$ cat config.mk
export PLATFORM = sky130hd
export DESIGN_NAME = receive_ordered_set
export DESIGN_NICKNAME = d
export VERILOG_FILES = /design/src/rtl/receive_ordered_set.sv
export SDC_FILE = /design/constraint.sdc
export NUM_CORES = 1
export LEC_CHECK = 0
export BUFFER_PORTS_ARGS = -buffer_cell sky130_fd_sc_hd__buf_4
export CORE_UTILIZATION = 54
export DETAILED_ROUTE_END_ITERATION = 8
export PLACE_DENSITY = 0.79
export RECOVER_POWER = 100
export REMOVE_ABC_BUFFERS = 1
export SKIP_LAST_GASP = 1
export SLEW_MARGIN = 5
export SYNTH_ARGS = -nofsm -noshare
export SYNTH_HDL_FRONTEND = slang
export SYNTH_SLANG_ARGS = --single-unit
$ cat constraint.sdc
create_clock -name gtx_clk -period 2.3 [get_ports gtx_clk]
set_input_delay 0.345 -clock gtx_clk [delete_from_list [all_inputs] [get_ports gtx_clk]]
set_output_delay 0.345 -clock gtx_clk [all_outputs]
set_load 0.005 [all_outputs]
$ cat src/rtl/receive_ordered_set.sv
// receive_ordered_set: receive-side ordered-set FSM of the 1000BASE-X PCS.
// Classifies decoded code groups, drives GMII RX and keeps packet counters.
module receive_ordered_set #(
    parameter int CNT_WIDTH = 16
) (
    input  logic                 gtx_clk,
    input  logic                 mr_main_reset,
    input  logic                 sync_status,
    input  logic                 rx_even,
    input  logic [7:0]           rx_octet,
    input  logic                 rx_is_k,
    input  logic                 rx_invalid,
    output logic                 rx_dv,
    output logic                 rx_er,
    output logic [7:0]           rxd,
    output logic                 receiving,
    output logic [CNT_WIDTH-1:0] pkt_ok_cnt,
    output logic [CNT_WIDTH-1:0] pkt_err_cnt
);

    localparam logic [7:0] K28_5 = 8'hBC;
    localparam logic [7:0] K_S   = 8'hFB;
    localparam logic [7:0] K_T   = 8'hFD;
    localparam logic [7:0] K_R   = 8'hF7;
    localparam logic [CNT_WIDTH-1:0] CNT_ONE = CNT_WIDTH'(1);

    localparam int LF_B   = 0;
    localparam int IDLE_B = 1;
    localparam int RX_B   = 2;
    localparam int EPDT_B = 3;
    localparam int EPDR_B = 4;
    localparam int EXT_B  = 5;

    typedef enum logic [5:0] {
        LINK_FAILED = 6'b000001,
        IDLE        = 6'b000010,
        RECEIVE     = 6'b000100,
        EPD_T       = 6'b001000,
        EPD_R       = 6'b010000,
        CARRIER_EXT = 6'b100000
    } state_t;

    state_t     state, state_n;
    logic       errored, errored_n;
    logic       dv_n, er_n;
    logic [7:0] rxd_n;
    logic       ok_inc, err_inc;
    logic       in_pkt, in_pkt_n;

    // K matches only count for a valid code group
    logic kvalid, is_i, is_s, is_t, is_r, is_d;
    assign kvalid = rx_is_k && !rx_invalid;
    assign is_i   = kvalid && (rx_octet == K28_5);
    assign is_s   = kvalid && (rx_octet == K_S);
    assign is_t   = kvalid && (rx_octet == K_T);
    assign is_r   = kvalid && (rx_octet == K_R);
    assign is_d   = !rx_is_k && !rx_invalid;

    assign in_pkt   = state[RX_B] | state[EPDT_B] | state[EPDR_B];
    assign in_pkt_n = state_n[RX_B] | state_n[EPDT_B] | state_n[EPDR_B];

    always_comb begin
        state_n   = state;
        errored_n = errored;
        dv_n      = 1'b0;
        er_n      = 1'b0;
        rxd_n     = 8'h00;
        ok_inc    = 1'b0;
        err_inc   = 1'b0;
        if (!sync_status) begin
            state_n = LINK_FAILED;
            if (in_pkt) begin
                dv_n    = 1'b1;
                er_n    = 1'b1;
                err_inc = 1'b1;
            end
        end else begin
            unique case (1'b1)
                state[LF_B]: begin
                    if (is_i && rx_even) state_n = IDLE;
                end
                state[IDLE_B]: begin
                    if (is_s && rx_even) begin
                        state_n   = RECEIVE;
                        dv_n      = 1'b1;
                        rxd_n     = 8'h55;
                        errored_n = 1'b0;
                    end else if (!((is_i && rx_even) || (is_d && !rx_even))) begin
                        er_n  = 1'b1;
                        rxd_n = 8'h0E;
                    end
                end
                state[RX_B]: begin
                    if (is_d) begin
                        dv_n  = 1'b1;
                        rxd_n = rx_octet;
                    end else if (is_t) begin
                        state_n = EPD_T;
                    end else if (is_i) begin
                        state_n = IDLE;
                        dv_n    = 1'b1;
                        er_n    = 1'b1;
                        err_inc = 1'b1;
                    end else begin
                        dv_n      = 1'b1;
                        er_n      = 1'b1;
                        rxd_n     = rx_octet;
                        errored_n = 1'b1;
                    end
                end
                state[EPDT_B]: begin
                    if (is_r) begin
                        state_n = EPD_R;
                    end else begin
                        state_n = IDLE;
                        er_n    = 1'b1;
                        err_inc = 1'b1;
                    end
                end
                state[EPDR_B], state[EXT_B]: begin
                    if (is_i && rx_even) begin
                        state_n = IDLE;
                        ok_inc  = !errored;
                        err_inc = errored;
                    end else if (is_r) begin
                        state_n = CARRIER_EXT;
                        er_n    = 1'b1;
                        rxd_n   = 8'h0F;
                    end else begin
                        state_n = IDLE;
                        er_n    = 1'b1;
                        err_inc = 1'b1;
                    end
                end
                default: state_n = LINK_FAILED;
            endcase
        end
    end

    always_ff @(posedge gtx_clk or posedge mr_main_reset) begin
        if (mr_main_reset) begin
            state       <= LINK_FAILED;
            errored     <= 1'b0;
            rx_dv       <= 1'b0;
            rx_er       <= 1'b0;
            rxd         <= 8'h00;
            receiving   <= 1'b0;
            pkt_ok_cnt  <= '0;
            pkt_err_cnt <= '0;
        end else begin
            state     <= state_n;
            errored   <= errored_n;
            rx_dv     <= dv_n;
            rx_er     <= er_n;
            rxd       <= rxd_n;
            receiving <= in_pkt_n;
            if (ok_inc) pkt_ok_cnt <= pkt_ok_cnt + CNT_ONE;
            if (err_inc) pkt_err_cnt <= pkt_err_cnt + CNT_ONE;
        end
    end

endmodule

# Word-level counts from Yosys, hierarchy flattened

Index checks and enable logic that the tools add are counted.

Multiplexer cells: 46
$mul: 0
$add $sub $neg: 2
Shift-type cells: 0
Magnitude comparators: 0
Reduce and logical (&&, ||, !) cells: 18
Equal/unequal tests: 12
Bitwise gates (word level): 4
Div/mod/pow operators: 0

Operators by type and width:

| cell                                                   | count |
|---|---|
| 2-to-1 mux 6 bit                                       | 8 |
| adder 16 x 1 -> 16 bit (second input constant)         | 2 |
| == test 8 bit (second input constant)                  | 4 |
| 2-to-1 mux 8 bit                                       | 4 |
| case mux 6 bit (5 select lines)                        | 1 |
| case mux 8 bit (3 select lines)                        | 1 |
| 2-to-1 mux 1 bit                                       | 23 |
| 2-to-1 mux 4 bit                                       | 3 |
| logical AND 1 bit                                      | 9 |
| 2-to-1 mux 7 bit                                       | 1 |
| inequality test 2 bit (second input constant)          | 3 |
| inequality test 3 x 2 -> 1 bit (second input constant) | 2 |
| AND reduction 6 bit                                    | 1 |
| 2-to-1 mux 5 bit                                       | 1 |
| zero test 1 bit                                        | 4 |
| inequality test 4 x 2 -> 1 bit (second input constant) | 1 |
| OR 1 bit                                               | 4 |
| case mux 1 bit (2 select lines)                        | 2 |
| case mux 1 bit (4 select lines)                        | 1 |
| AND reduction 4 bit                                    | 1 |
| inequality test 3 bit (second input constant)          | 1 |
| case mux 1 bit (3 select lines)                        | 1 |
| inequality test 2 x 1 -> 1 bit (second input constant) | 1 |
| nonzero test 2 bit                                     | 1 |
| 2 further kinds                                        | 2 |

Memories kept: 0
Register bits after elaboration: 50
Bits in latches: 0
Input bits: 14
Word-level logic and storage cells: 91
Output and inout bits: 43
Bits in read-only memories: 0
Memory bits (writable): 0

# Logic depth before layout (Yosys ltp)

Word-level depth: 10
Gate-level depth with buffers: 7

# Worst setup path before layout

Ideal clock, no wire load.

Path kind: in2reg
Start point: in rx_octet[0]
End point: reg receiving
Arrival: 1.873 ns
Required time: 2.169 ns
Path slack: 0.296 ns
Stages: 6
Cells stage by stage: buf_6 -> or3b_1 -> o31ai_1 -> nand3_1 -> a32o_2 -> or3_1

Elaborated cells between the ends (all ways): 21
Those cells by class: eq/ne: 4; mux: 9; bitwise: 2; reduce/logical: 6

RTL lines:

| element                           | line | source |
|---|---|---|
| from (decl)                       | 10   | `input logic [7:0] rx_octet,` |
| == test 8 bit                     | 53   | `assign is_i = kvalid && (rx_octet == K28_5);` |
| logical AND 1 bit                 | 53   |  |
| 2-to-1 mux 6 bit                  | 99   | `end else if (is_i) begin` |
| 2-to-1 mux 6 bit                  | 97   | `end else if (is_t) begin` |
| 2-to-1 mux 6 bit                  | 94   | `if (is_d) begin` |
| case mux 6 bit (5 select lines) * | 78   | `unique case (1'b1)` |
| 2-to-1 mux 6 bit *                | 70   | `if (!sync_status) begin` |
| via state_n[4]                    | 43   | `state_t state, state_n;` |
| OR 1 bit *                        | 60   | `assign in_pkt_n = state_n[RX_B] \| state_n[EPDT_B] \| state_n[EPDR_B];` |
| via in_pkt_n                      | 48   | `logic in_pkt, in_pkt_n;` |
| to (signal assigned)              | 156  | `receiving <= in_pkt_n;` |
| to (decl)                         | 16   | `output logic receiving,` |

The timed path passes the listed nets; every way through them passes the cells marked *. The select of a mux whose other input is x is not followed.
A chain may end at the register's enable or synchronous reset.

# Worst setup path after layout

Start point: reg state[2]
End point: reg pkt_err_cnt[9]

Cells in the longest elaborated chain, start to end: 4
Elaborated cells between the ends (all ways): 5
Those cells by class: mux: 3; bitwise: 2

RTL lines:

| element                | line | source |
|---|---|---|
| from (decl)            | 43   |  |
| from (signal assigned) | 151  | `state <= state_n;` |
| OR 1 bit (2 in series) | 59   | `assign in_pkt = state[RX_B] \| state[EPDT_B] \| state[EPDR_B];` |
| 2-to-1 mux 1 bit       | 72   | `if (in_pkt) begin` |
| 2-to-1 mux 1 bit *     | 70   |  |
| to (signal assigned)   | 158  | `if (err_inc) pkt_err_cnt <= pkt_err_cnt + CNT_ONE;` |
| to (decl)              | 18   | `output logic [CNT_WIDTH-1:0] pkt_err_cnt` |

Every way passes the cells marked *; elsewhere a longest branch is shown, timed or not.

==> out/qor.yml <==
drive_above_1_share_pct: 25.1
ys_warn_count: 0
grt_pass1_wl_um: 9140
routed_wl_um: 5470
power_leakage_nw: 1.53
hpwlAfterDp_um: 4010
area_growth_pct: 20.8
hold_class: "input pin to register"
vias_per_cell: 5.82
outcome: "finished, violations left"
ant_nets: 0
slowest_delay_ps: 470
clock_skew_ps: 5.60
routabilityCongestion: 0.889
finalMaxSlewViolations: 0
cp_max_fo: 14
dpl_worst_slack_ps: 149
nNetsFinal: 327
crit_path_start_kind: "register"
crit_buf_inv: 2
grt_max_degree: 51
critPathArrivalTime_ps: 2250
cts_buffers: 5
clockBufferDepth: 2
slew_headroom_pct: 18.7
wl_per_cell_um: 15.1
drc: 5
synth-edff-count: 0
rows: 24
endpoint_kind: "register"
htree_levels: 2
synth.distinct_cells: 47
rsz0062_at_grt: "false"
cap_violations: 0
critPathTopFamily: "compound AO/OA/AOI/OAI gates"
r2r_slack_ps: 270
clock-root-buffer: "clkbuf_8"
drtIter0Drc: 118
cts.reportedPaths.clkPinSlew_ps: 90
numClockSinks: 50
final.setup.tns_ps: 0
start_util_pct: 57.9
ctsHoldBuffers: 0
dpl_cell_area_um2: 3110
clock.fmax_mhz: 493
ios: 57
post-route-min-period_ps: 2030
min_period_over_period_pct: 88.2
ir_worst_vdd_uv: 309
dr.pass1.iters: 6
vias: 2113
core_area_um2: 4470
syn_avg_cell_area_um2: 10.6
antenna_found_initial: 0
antennaDiodeCount: 0
fin_area_um2: 3130
violations: "DRC"
crit_path_top_delay_cell: "dfrtp_1"
worst_pin_slew_ps: 1220
synth_seq_cells: 50
worstSkewPairLatency_ps: 300
port_buffers: 56
die_x_um: 71.3
grt_pass1_vias: 1952
syn-cell-area_um2: 2590
worstPathRequired_ps: 2530
fin_ws_ps: 272
grt_usage_pct: 23.3
synth-seq-area-share_pct: 48.3
min_from: "rx_octet[5]"
cts_setup_buffers: 0
hold_violations: 0
worstSetupPathType: "register to register"
cts_tree: "done"
synthCells: 244
powerDensity_nw_per_um2: 509
die_y_um: 71.3
overflow: 0
rr_startpoint: "state[2]$_DFF_PP0_"
fillerInstances: 363
path_cells: "inv_1, o41a_1, o31a_2, buf_4, nor4b_1, xor2_1"
cts.repair.resized: 0
die_area_um2: 5080
setup_viol: 0
crit_path_start: "state[2]$_DFF_PP0_"
async_reset_ff_share_pct: 100
synthFlopType: "dfrtp_1"
## metrics by stage
stage	util, %	total power [mW]	hold WS (ps)	cells
finish	69.9	1.59	276	363
global route	69.9	1.65	277	363
CTS	72.1	1.61	212	363
detailed placement	69.6	0.986	464	356
global placement	69.6	0.985	457	356
floorplan	-	0.938	441	236
## state kept, by name, indices dropped and copies added, names as in the netlist
| signal | cells |
|---|---|
| receiving | 1 |
| errored | 1 |
| pkt_err_cnt | 16 |
| rxd | 8 |
| rx_dv | 1 |
| pkt_ok_cnt | 16 |
| rx_er | 1 |
| state | 6 |
## cells in the final DEF (no fill, tap or decap), drive strengths merged, types with 2 or more instances in the layout
cell type,instances
a21oi,10
a31oi,4
and2,7
and3,6
and4,3
buf,16
clkbuf,58
dfrtp,49
ha,2
inv,6
mux2,2
nand2,22
nand3,11
nand3b,3
nand4,8
nor2,16
nor3,11
nor3b,2
nor4,10
nor4b,4
o21ai,3
o31ai,5
o41a,2
o41ai,2
or2,3
or3,2
xnor2,6
xor2,25
## layout make-up
class / instances / area (µm²) / area share [%]
sequential: 50 / 1250 / 40.0
multi-input combinational: 180 / 1190 / 38.2
clock buffer: 6 / 82.6 / 2.64
tap: 52 / 65.1 / 2.08
timing repair buffer: 68 / 482 / 15.4
inverter: 6 / 22.5 / 0.720
clock inverter: 1 / 30.0 / 0.960
## cell usage after synthesis (all sizes together), types with 7 or more instances
master | count | area [µm²]
nor2 | 16 | 60.1
nor3 | 11 | 60.1
nand4 | 8 | 65.1
xor2 | 25 | 219
dfrtp | 49 | 1230
a21oi | 10 | 50.1
nor4 | 10 | 113
and2 | 7 | 45.1
nand3 | 11 | 55.1
nand2 | 22 | 82.6
## layer usage
metal  part of all wire (%)  track usage, %  vias to the layer above
met5                      0               0                        -
met2                     46            36.9                       85
met3                    5.6            4.36                        9
met4                    1.9            9.33                        0
met1                     46            32.0                     1002
li1                       -               -                     1017
## path summary, 6_finish.rpt
path,to,cells after the start
max,pkt_err_cnt[9]$_DFFE_PP0P_,6
min,rxd[5]$_DFF_PP0_,2
max reg2reg,pkt_err_cnt[9]$_DFFE_PP0P_,6
min reg2reg,pkt_ok_cnt[15]$_DFFE_PP0P_,1
max in group asynchronous,pkt_ok_cnt[0]$_DFFE_PP0P_,3
min in group asynchronous,pkt_ok_cnt[15]$_DFFE_PP0P_,3
## report_power, final
group,internal [mW],switching [mW],total (mW),leakage (nW)
Sequential,0.880,0.00168,0.882,0.676
Combinational,0.0301,0.0519,0.0819,0.797
Clock,0.348,0.281,0.629,0.0573
## cells by family (layout without fill, tap and decap cells)
family,count (synthesis),count (layout),synth area share (%)
buffers and inverters,14,81,2.90
DFF,50,50,48.3
xor gates and xnor gates,31,31,10.5
adders and majority gates,2,2,0.966
muxes,3,3,1.26
and+or+nand+nor,112,112,27.5
AOI/OAI and AO/OA,32,32,8.60
No activity file was read; power rests on OpenSTA's default activity.
